### src/rtl/hazard_ctrl_pkg.sv
// Shared definitions for the hazard/stall controller and the pipeline registers
// it drives: FSM encodings, the pipeline NOP opcode and the strobe bundle.
package hazard_ctrl_pkg;

  typedef enum logic [1:0] {
    RUN     = 2'd0,
    MEMWAIT = 2'd1,
    DRAIN   = 2'd2,
    HALTED  = 2'd3
  } hz_state_e;

  localparam logic [6:0] NOP_OP = 7'b0000100;

  typedef struct packed {
    logic stallPc;
    logic stallFd;
    logic stallDx;
    logic flushFd;
    logic flushDx;
    logic stallXm;
  } strobes_t;

  // Canned strobe patterns: freeze everything, insert a D/X bubble, squash F/D+D/X
  localparam strobes_t HOLD_ALL = 6'b111001;
  localparam strobes_t BUBBLE   = 6'b110010;
  localparam strobes_t SQUASH   = 6'b000110;

endpackage

### src/rtl/hazard_ctrl_sat_counter.sv
// Saturating up-counter with synchronous clear; holds at all-ones instead of wrapping.
module sat_counter #(
  parameter int W = 16
) (
  input  logic         clk,
  input  logic         rst_n,
  input  logic         inc,
  input  logic         clear,
  output logic [W-1:0] cnt
);

  always_ff @(posedge clk or negedge rst_n) begin
    if (!rst_n)                cnt <= '0;
    else if (clear)            cnt <= '0;
    else if (inc && cnt != '1) cnt <= cnt + W'(1);
  end

endmodule

### src/rtl/hazard_ctrl.sv
// Pipeline hazard controller: load-use interlock, redirect flush, data-memory
// wait freeze and halt drain, plus a saturating stall-cycle counter.
module hazard_ctrl
  import hazard_ctrl_pkg::*;
#(
  parameter int CNT_W      = 16,
  parameter int HALT_DRAIN = 3
) (
  input  logic             clk,
  input  logic             rst_n,
  input  logic [2:0]       dec_rs,
  input  logic [2:0]       dec_rt,
  input  logic             dec_rs_used,
  input  logic             dec_rt_used,
  input  logic             dx_wr_en,
  input  logic [2:0]       dx_wr_sel,
  input  logic             dx_is_load,
  input  logic             dx_halt,
  input  logic             x_redirect,
  input  logic             mem_busy,
  output logic             stall_pc,
  output logic             stall_fd,
  output logic             stall_dx,
  output logic             flush_fd,
  output logic             flush_dx,
  output logic             stall_xm,
  output logic             halted,
  output logic [CNT_W-1:0] stall_cnt
);

  localparam int DW = (HALT_DRAIN < 1) ? 1 : $clog2(HALT_DRAIN + 1);

  hz_state_e   state, nxtState;
  logic [DW-1:0] drainCnt, drainNxt;
  strobes_t    strb;
  logic        loadUse;

  assign loadUse = dx_is_load & dx_wr_en &
                   ((dec_rs_used & (dec_rs == dx_wr_sel)) |
                    (dec_rt_used & (dec_rt == dx_wr_sel)));

  always_ff @(posedge clk or negedge rst_n) begin
    if (!rst_n) begin
      state    <= RUN;
      drainCnt <= '0;
    end else begin
      state    <= nxtState;
      drainCnt <= drainNxt;
    end
  end

  always_comb begin
    nxtState = state;
    drainNxt = drainCnt;
    strb     = '0;
    unique case (state)
      RUN, MEMWAIT: begin
        if (mem_busy) begin
          // Whole front end frozen; execute keeps presenting any redirect.
          strb     = HOLD_ALL;
          nxtState = MEMWAIT;
        end else begin
          nxtState = RUN;
          if (x_redirect)   strb = SQUASH;
          else if (loadUse) strb = BUBBLE;
          if (dx_halt) begin
            nxtState = DRAIN;
            drainNxt = DW'(HALT_DRAIN);
          end
        end
      end
      DRAIN: begin
        if (mem_busy) begin
          strb = HOLD_ALL;
        end else begin
          strb     = BUBBLE;
          drainNxt = drainCnt - DW'(1);
          if (drainNxt == '0) nxtState = HALTED;
        end
      end
      HALTED: strb = BUBBLE;
      default: nxtState = RUN;
    endcase
  end

  // Strobes read as idle while reset is held, whatever the inputs are doing.
  assign stall_pc = rst_n & strb.stallPc;
  assign stall_fd = rst_n & strb.stallFd;
  assign stall_dx = rst_n & strb.stallDx;
  assign flush_fd = rst_n & strb.flushFd;
  assign flush_dx = rst_n & strb.flushDx;
  assign stall_xm = rst_n & strb.stallXm;
  assign halted   = (state == HALTED);

  sat_counter #(.W(CNT_W)) uStallCnt (
    .clk   (clk),
    .rst_n (rst_n),
    .inc   (stall_pc),
    .clear (1'b0),
    .cnt   (stall_cnt)
  );

endmodule

### config.mk
export PLATFORM = sky130hd
export DESIGN_NAME = hazard_ctrl
export DESIGN_NICKNAME = d
export VERILOG_FILES = /design/src/rtl/hazard_ctrl_pkg.sv /design/src/rtl/hazard_ctrl_sat_counter.sv /design/src/rtl/hazard_ctrl.sv
export SDC_FILE = /design/constraint.sdc
export NUM_CORES = 1
export LEC_CHECK = 0
export ABC_AREA = 1
export CAP_MARGIN = 0
export CORE_ASPECT_RATIO = 1.2
export CORE_MARGIN = 1.5
export CORE_UTILIZATION = 30
export CTS_CLUSTER_DIAMETER = 40
export DETAILED_ROUTE_END_ITERATION = 8
export DONT_BUFFER_PORTS = 1
export SLEW_MARGIN = 10
export SYNTH_ARGS = -nofsm -noshare
export SYNTH_HDL_FRONTEND = slang
export SYNTH_SLANG_ARGS = --single-unit
export TNS_END_PERCENT = 10
### constraint.sdc
create_clock -name clk -period 1.6 [get_ports clk]
set_clock_uncertainty 0.2 [all_clocks]
set_input_delay 0.32 -clock clk [delete_from_list [all_inputs] [get_ports clk]]
set_output_delay 0.32 -clock clk [all_outputs]
set_load 0.02 [all_outputs]
==> metrics, run 1 <==
status=complete, but fails checks; failing checks=setup timing; Ant. Diodes=0; DIE AREA=5500 sq um; worst slew pin tran=0.932 ns; DR DRC count=0; # IOs=41; die height=80.9 um; Total Wirelength=3.99 mm; setup slack after layout=-0.194 ns; post-detail-place hpwl=2.80 mm; Leak=0.00107 uW; critical path arrival=1.76 ns; first-pass GRT wire length=6.10 mm; critical path startpoint category=flop; Tot GR Track Use=14.4%; Setup WS pre-CTS=-0.0468 ns; Netlist Area Pre-Place=1520 sq um; share of post-route cells with drive strength above 1=29.5%; CTS tree=built; final worst-path cycle share=112%; most frequent CP cell=nand2_1; Die Span X=67.9 um; Clock Pin Slew Worst Setup and Hold Paths=0.08 ns; Seq cells post-synth=20; vias per cell=4.84; Crit path largest cell delay=0.43 ns; clk_lat worst skew=0.27 ns; Worst Path Required=1.57 ns; most common library cells after synthesis=77 x nand2_1, 35 x inv_1, 20 x dfrtp_1, 17 x nand4_1, 17 x nor2_1; # fillers=529; vias post-DR=1568; fraction of the yosys area taken by sequential cells=33.0%; syn_area_per_cell=6.72 sq um; setup violators final=19; Final Util=42.1%; hold slack=0.0525 ns; Crit-path slowest cell=dfrtp_1; Nets=285; port bufs=0; area delta synth->final=36.2%; Synth cell types=29; 1st-pass router iterations=4; maximum VDD drop=0.487 mV; starting density of the core=30.9%; total core area=4900 sq um; post-synth top area share=33.0%; Syn Nets=246; Setup CP Type=reg2reg; DRT antenna net count=0; Longest Clk Path Bufs=2; Pwr Total=1790 uW; Synth async-reset ratio=100%; root buf cell=clkbuf_8; Warnings, synthesis=0; critical path fanouts, max=5; worst path bufs/invs=0; Num CTS Buffers=3; worst path cell trace=nand2_1 > nor2_4 > nand2_1 > nor4_1 > nand3_1 > nand2_1 > nand2_1; RD Place Congestion=0.814; initial drt markers=30; number of clock sinks=20; cell family with most CP delay=simple AND/OR/NAND/NOR gates; flop2flop setup slack=-0.19 ns; dpl cells=313; row cnt=28; biggest area consumer among synthesized cells=dfrtp_1; PwrDens=864 nW/um^2; Max Slew Vio Count=0; Post-Synthesis Cells=226; max capacitance violation total=0; Finished Layout Cells=324; critical path endpoint category=flop; Post-synth EDFFs=0; Max transition margin=37.9%; RSZ-0062 raised after global routing=true; WL per Instance=12.3 um; largest net degree at the start of global routing=26; min Tclk post-route=1.79 ns; Hold Path Class=in2async; Max Clock Freq=558 MHz; Final Hold Viols=0; gr ovfl total=0; Synth Flop Type=dfrtp_1; Clock H-tree levels=1; vias in the first global route=1414; leading post-synthesis cells by cell area=dfrtp_1 33%, nand2_1 19%, inv_1 8.7%, nand4_1 7.0%, nand3_1 4.3%; antenna violations before repair=0; most frequent cell after synthesis=nand2_1
-- final cells by class --
type                    instances  area, sq um  area share, %
inverters                      39          146           7.08
multi-input cells             161          912           44.1
flip-flops and latches         20          502           24.3
well taps                      60         75.1           3.63
clock inverters                 1         30.0           1.45
repair buffers                 40          360           17.4
clock buffers                   3         41.3           2.00
-- report_power, final --
part           switching, uW  internal [uW]  total (uW)
clock network            194            335         529
logic                    328            273         601
registers               70.6            586         657
total                    593           1190        1790
-- metrics by stage --
stage	cell area (sq um)	TNS [ns]
2_1_floorplan	1560	-1.48
3_3_place_gp	1860	-0.0190
3_5_place_dp	1860	-0.423
4_1_cts	2000	-0.835
5_1_grt	2070	-2.86
6_report	2070	-1.30
-- metal layers --
metal | vias to the layer above | wire [um] | track usage, %
met4 | 0 | 45 | 4.20
met1 | 723 | 1660 | 16.8
met2 | 44 | 2030 | 26.3
li1 | 796 | - | -
met5 | - | 0 | 0
met3 | 5 | 258 | 2.49
-- registers in the layout, summed over array words and instances, names as in the netlist --
| name | flops |
|---|---|
| uStallCnt.cnt | 16 |
| drainCnt | 2 |
| state | 2 |
-- worst register-to-register path, cell delays in order (launching register included) --
cell and delay, ns:
dfrtp_1 0.43, nand2_1 0.12, nor2_4 0.18, nand2_1 0.13
nor4_1 0.38, nand3_1 0.14, nand2_1 0.08, nand2_1 0.04
-- cell families (layout without fill, tap and decap cells) --
family / after synthesis / count (layout) / synth area share [%]
adder cells (fa/ha/maj): 2 / 2 / 1.65
AND/OR/NAND/NOR: 141 / 142 / 44.5
flip-flops: 20 / 20 / 33.0
buffers and inverters: 46 / 83 / 13.0
AO/OA/AOI/OAI: 13 / 13 / 5.52
XOR/XNOR: 4 / 4 / 2.31
-- layout by cell type (no fill, tap or decap), types with 2 or more instances in the layout --
| master | count |
|---|---|
| inv_2 | 5 |
| nor3_4 | 2 |
| buf_6 | 4 |
| dfrtp_1 | 19 |
| nor2_4 | 5 |
| xnor2_1 | 2 |
| nor2_2 | 2 |
| nand2_2 | 11 |
| nand2_1 | 70 |
| a21oi_1 | 2 |
| o21ai_0 | 4 |
| nand3_2 | 2 |
| o21ai_1 | 2 |
| inv_1 | 34 |
| buf_4 | 31 |
| nand3_1 | 12 |
| clkbuf_8 | 3 |
| nor4_1 | 2 |
| nand4_1 | 17 |
| buf_12 | 3 |
| xor2_1 | 2 |
| nor2_1 | 15 |
-- repair_timing --
item / CTS / global route
endpoints found under the hold margin: 21 / 0
setup endpoints to repair: 20 / 37
pin swaps: 5 / 6
hold buffers: 2 / 0
cloned: 0 / 1
resized for setup: 6 / 15
setup buffers: 3 / 1
-- worst paths after layout --
check                            startpoint                end  cells after the start
min reg2reg                     drainCnt[1]        drainCnt[1]                      2
max reg2reg                uStallCnt.cnt[8]  uStallCnt.cnt[12]                      7
max                        uStallCnt.cnt[8]  uStallCnt.cnt[12]                      7
min                                   rst_n   uStallCnt.cnt[5]                      1
max in group asynchronous             rst_n           state[1]                      1
min in group clk                   mem_busy           state[1]                      3
Power figures use the tool's default switching activity.
==> run 2: changes to the inputs <==
- SLEW_MARGIN: 10 -> unset
- clock period: 1.6 -> 2.2 ns (I/O delays scaled with it)
==> run 2 against run 1 <==
Net effect:
- the run now ends clean
- combinational power decreased by 55%
- first-iteration DRC count is 30% lower
- register-to-register slack gained 0.57 ns
- core utilization is 7.2 points lower
- via count is 11% lower
- critical path type is now reg2out
- critical endpoint is now stall_fd
- largest power group unchanged
==> metrics, run 2 (synthesis results as in run 1) <==
share of post-route cells with drive strength above 1=15.0%; Num CTS Buffers=3; Hold Path Class=in2reg; gr busiest metal=met2; Clock Pin Slew Worst Setup and Hold Paths=0.08 ns; Crit-path slowest cell=dfrtp_2; RSZ-0062 raised after global routing=false; biggest regs=uStallCnt.cnt x16, drainCnt x2, state x2; vias per cell=4.75; total core area=4900 sq um; DIE AREA=5500 sq um; worst slew pin tran=0.905 ns; Max Clock Freq=480 MHz; DR DRC count=0; first-pass GRT wire length=5.63 mm; # IOs=41; leading cell type in the layout, fill and taps excluded=nand2_1; antenna violations before repair=0; Total Wirelength=3.40 mm; port bufs=0; Leak=0.000866 uW; post-detail-place hpwl=2.54 mm; die height=80.9 um; RD Place Congestion=0.804; status=finished clean; Final TNS setup=0 ns; Clock H-tree levels=1; number of clock sinks=20; GR Util met3=2.63%; critical path fanouts, max=7; Setup CP Type=reg2out; root buf cell=clkbuf_8; maximum VDD drop=0.235 mV; max capacitance violation total=0; Biggest register=uStallCnt.cnt; critical path startpoint category=flop; 1st-pass router iterations=4; vias post-DR=1393; Max transition margin=39.5%; Max Slew Vio Count=0; critical path endpoint category=output port; DRT antenna net count=0; hold slack=0.115 ns; largest net degree at the start of global routing=26; Crit path largest cell delay=0.45 ns; Nets=254; Tot GR Track Use=13.1%; starting density of the core=30.9%; area delta synth->final=12.9%; row cnt=28; dpl cells=288; min Tclk post-route=2.08 ns; met1 Track Usage GR=16.0%; setup violators final=0; clk_lat worst skew=0.26 ns; final worst-path cycle share=94.7%; Worst Path Required=1.56 ns; critical path arrival=1.44 ns; cell family with most CP delay=flip-flops; Longest Clk Path Bufs=2; worst path cell trace=nor2_2 > a21oi_4 > a21boi_2 > buf_12; Final Hold Viols=0; initial drt markers=21; PwrDens=674 nW/um^2; worst path bufs/invs=1; max reg flops=16; CTS tree=built; met2 track demand over resource=23.1%; gr ovfl total=0; vias in the first global route=1300; Die Span X=67.9 um; WL per Instance=11.6 um; most frequent cells in the layout=77 x nand2_1, 35 x inv_1, 19 x dfrtp_1; Finished Layout Cells=293; Ant. Diodes=0
-- run 2: through the flow --
step	total power, uW	cell area [sq um]	util (%)	setup slack [ns]
finish	1160	1710	34.9	0.116
global route	1230	1710	34.9	0.0356
CTS	1170	1710	34.8	0.0157
detailed placement	785	1630	33.1	0.282
global placement	777	1630	33.1	0.298
floorplan	707	1520	-	0.122
-- run 2: power by group --
group / total, uW / switching (uW) / internal [uW]
clock: 376 / 133 / 243
combinational: 268 / 160 / 108
sequential: 512 / 87.1 / 425
-- run 2: final timing paths --
check | from | to | slack (ns) | cells past startpoint
min in group asynchronous | rst_n | uStallCnt.cnt[11] | 0.55 | 1
worst min-delay path | dx_halt | state[1] | 0.11 | 2
worst max register to register | uStallCnt.cnt[6] | uStallCnt.cnt[12] | 0.38 | 7
worst max-delay path | state[1] | stall_fd | 0.12 | 4
max in group asynchronous | rst_n | state[1] | 0.64 | 1
worst min register to register | drainCnt[0] | drainCnt[0] | 0.33 | 1
-- run 2: worst register-to-register path, cell delays in order (launching register included) --
cell and delay [ns]:
dfrtp_1 0.57, nand2_2 0.13, nor2_4 0.18, nand2_1 0.10
nor4_1 0.31, nand3_1 0.12, nand2_1 0.07, nand2_1 0.04
-- run 2: area by class of cell --
cell class | instances | area [sq um]
repair buffers | 10 | 90.1
flip-flops and latches | 20 | 502
inverters | 39 | 146
multi-input cells | 160 | 830
well taps | 60 | 75.1
fillers | 534 | 3190
clock buffers | 3 | 41.3
clock inverters | 1 | 30.0
-- run 2: timing repair --
action,4_1_cts,5_1_grt
endpoints found under the hold margin,20,0
buffers inserted,0,0
resized for setup,0,2
hold buffers,1,0
endpoints found under the setup margin,0,1
-- run 2: per-layer routing --
layer	part of all wire, %	vias up
met4	1.2	0
met2	46	38
met5	0	-
met1	45	624
li1	-	727
met3	7.7	4
==> run 3: changes to the inputs <==
- ABC_AREA: 1 -> 0
==> run 3 against run 2 <==
Net effect:
- sequential share of layout area grew 4.5 points
- worst setup slack lost 0.044 ns
- largest cell class unchanged
- highest routed layer unchanged
- first-iteration DRC count shrank 29%
- count of clock-buffer cells in the layout grew 1
- cell count shrank 33%
- worst hold slack lost 0.018 ns
- clock power shrank 26%
- flip-flop and latch count is the same
- synthesized cell count shrank 48%
==> metrics, run 3 <==
post-synthesis mux area share=1.93%; Synth async-reset ratio=100%; row cnt=24; Post-Synth Simple-Gate Area=23.7%; Synth cell types=30; Finished Layout Cells=196; worst path cell trace=xnor2_1 > nand4_1 > a2111oi_4 > nor2_4 > inv_4; Leak=0.000656 uW; Crit-path slowest cell=a2111oi_4; Final TNS setup=0 ns; Setup CP Type=in2out; max capacitance violation total=0; uppermost layer routed=met4; WL per Instance=12.6 um; DRT antenna net count=0; syn_area_per_cell=9.87 sq um; Clock Pin Slew Worst Setup and Hold Paths=0.07 ns; Nets=165; port bufs=0; flop2flop setup slack=0.13 ns; Max Clock Freq=470 MHz; maximum VDD drop=0.557 mV; final worst-path cycle share=96.7%; main combinational cell family by area after synthesis=simple AND/OR/NAND/NOR gates; Crit path largest cell delay=0.46 ns; CTS tree=built; Routed met3 length=200 um; most frequent cell after synthesis=dfrtp_1; Synth Area in XOR/XNOR=15.8%; critical path endpoint category=output port; Post-Synthesis Cells=118; first-pass GRT wire length=4.08 mm; DIE AREA=4270 sq um; DR DRC count=0; critical path arrival=1.49 ns; Synth Area in Adders=2.15%; total core area=3660 sq um; Total Wirelength=2.46 mm; Max transition margin=38.6%; biggest regs=uStallCnt.cnt x16, drainCnt x2, state x2; Tot GR Track Use=12.5%; dpl cells=189; min Tclk post-route=2.13 ns; setup violators final=0; Synth Flop Type=dfrtp_1; Final Cell Area=1500 sq um; Num CTS Buffers=3; RSZ-0062 raised after global routing=false; post-detail-place hpwl=1.97 mm; vias per cell=4.66; Die Span X=59.9 um; number of clock sinks=20; area delta synth->final=28.4%; Longest Clk Path Bufs=2; critical path fanouts, max=6; largest net degree at the start of global routing=21; post-synth top area share=43.0%; Biggest register=uStallCnt.cnt; vias in the first global route=990; cell family with most CP delay=compound AO/OA/AOI/OAI gates; Compound-Gate Fraction of Synth Area=8.27%; Hold Path Class=in2reg; # fillers=392; fraction of the yosys area taken by sequential cells=43.0%; 1st-pass router iterations=3; Ant. Diodes=0; share of post-route cells with drive strength above 1=33.3%; critical path startpoint category=primary input; leading post-synthesis cells by cell area=dfrtp_1 43%, xor2_1 9.0%, xnor2_1 6.8%, nor2_1 4.2%, nor3_2 3.4%; leading cell type in the layout, fill and taps excluded=buf_4; initial drt markers=15; starting density of the core=31.8%; RD Place Congestion=0.725; max reg flops=16; # IOs=41; Worst Path Required=1.56 ns; Met2 Routed Length=1.28 mm; M1 WL=960 um; Max Slew Vio Count=0; most common library cells after synthesis=20 x dfrtp_1, 13 x nor2_1, 12 x xor2_1, 9 x xnor2_1, 8 x inv_1; root buf cell=clkbuf_8; dpl cell area=1390 sq um; die height=71.3 um; Final Hold Viols=0; Post-synth EDFFs=0; Warnings, synthesis=0; status=finished clean; Pwr Total=1350 uW; most frequent cells in the layout=24 x buf_4, 17 x dfrtp_1, 13 x nor2_1; Clock H-tree levels=1; Netlist Area Pre-Place=1160 sq um; gr ovfl total=0; biggest area consumer among synthesized cells=dfrtp_1; Syn Nets=138; antenna violations before repair=0; Seq cells post-synth=20; PwrDens=904 nW/um^2; clk_lat worst skew=0.26 ns; worst slew pin tran=0.918 ns; worst path bufs/invs=1; vias post-DR=914
-- run 3: changes by cell type after synthesis, moves of 4 or more --
cell	delta
a21oi_1	+4
inv_1	-27
inv_2	-4
nand2_1	-70
nand2_2	-4
nand3_1	-9
nand4_1	-12
nor2_1	-4
xnor2_1	+7
xor2_1	+10
-- run 3: kinds of logic after synthesis --
| group | after synthesis |
|---|---|
| AOI/OAI and AO/OA | 13 |
| xor gates and xnor gates | 21 |
| adders and majority gates | 2 |
| buffers and inverters | 12 |
| DFF | 20 |
| muxes | 2 |
| and+or+nand+nor | 48 |
-- run 3: per-layer routing --
layer	track usage, %	up-vias
li1	-	449
met1	13.2	425
met2	23.3	36
met3	3.61	4
met4	3.46	0
met5	0	-
-- run 3: area by class of cell --
class                   instances  area [sq um]  area share (%)
inverters                       8          32.5            2.18
multi-input cells              86           637            42.6
flip-flops and latches         20           504            33.7
clock buffers                   4          55.1            3.68
repair buffers                 26           201            13.5
well taps                      52          65.1            4.35
-- run 3: per-stage QoR --
step                      hold slack (ns)  setup WS [ns]  utilization (%)
after detailed placement          -0.0550        -0.0137             38.0
after floorplan                   -0.0556       -0.00447                -
final                              0.0965         0.0722             40.8
after CTS                           0.100        0.00571             39.8
after global routing               0.0959         0.0103             40.8
after global placement            -0.0550         0.0243             38.0
-- run 3: report_power, final --
group	switching, uW	internal [uW]
logic	304	242
registers	65.0	461
clock network	121	159
-- run 3: timing repair --
action | CTS | global route
endpoints found under the setup margin | 2 | 3
resized for setup | 0 | 5
hold buffers | 1 | 0
pin swaps | 1 | 1
buffers inserted | 0 | 2
gates cloned | 0 | 0
endpoints found under the hold margin | 20 | 0
-- run 3: path summary, 6_finish.rpt --
check / from / end / cells past startpoint
min: dx_halt / state[1] / 1
max reg2reg: uStallCnt.cnt[0] / uStallCnt.cnt[1] / 7
max in group asynchronous: rst_n / uStallCnt.cnt[0] / 1
max: dx_wr_sel[1] / stall_pc / 5
min in group asynchronous: rst_n / state[0] / 1
min reg2reg: drainCnt[1] / drainCnt[1] / 2
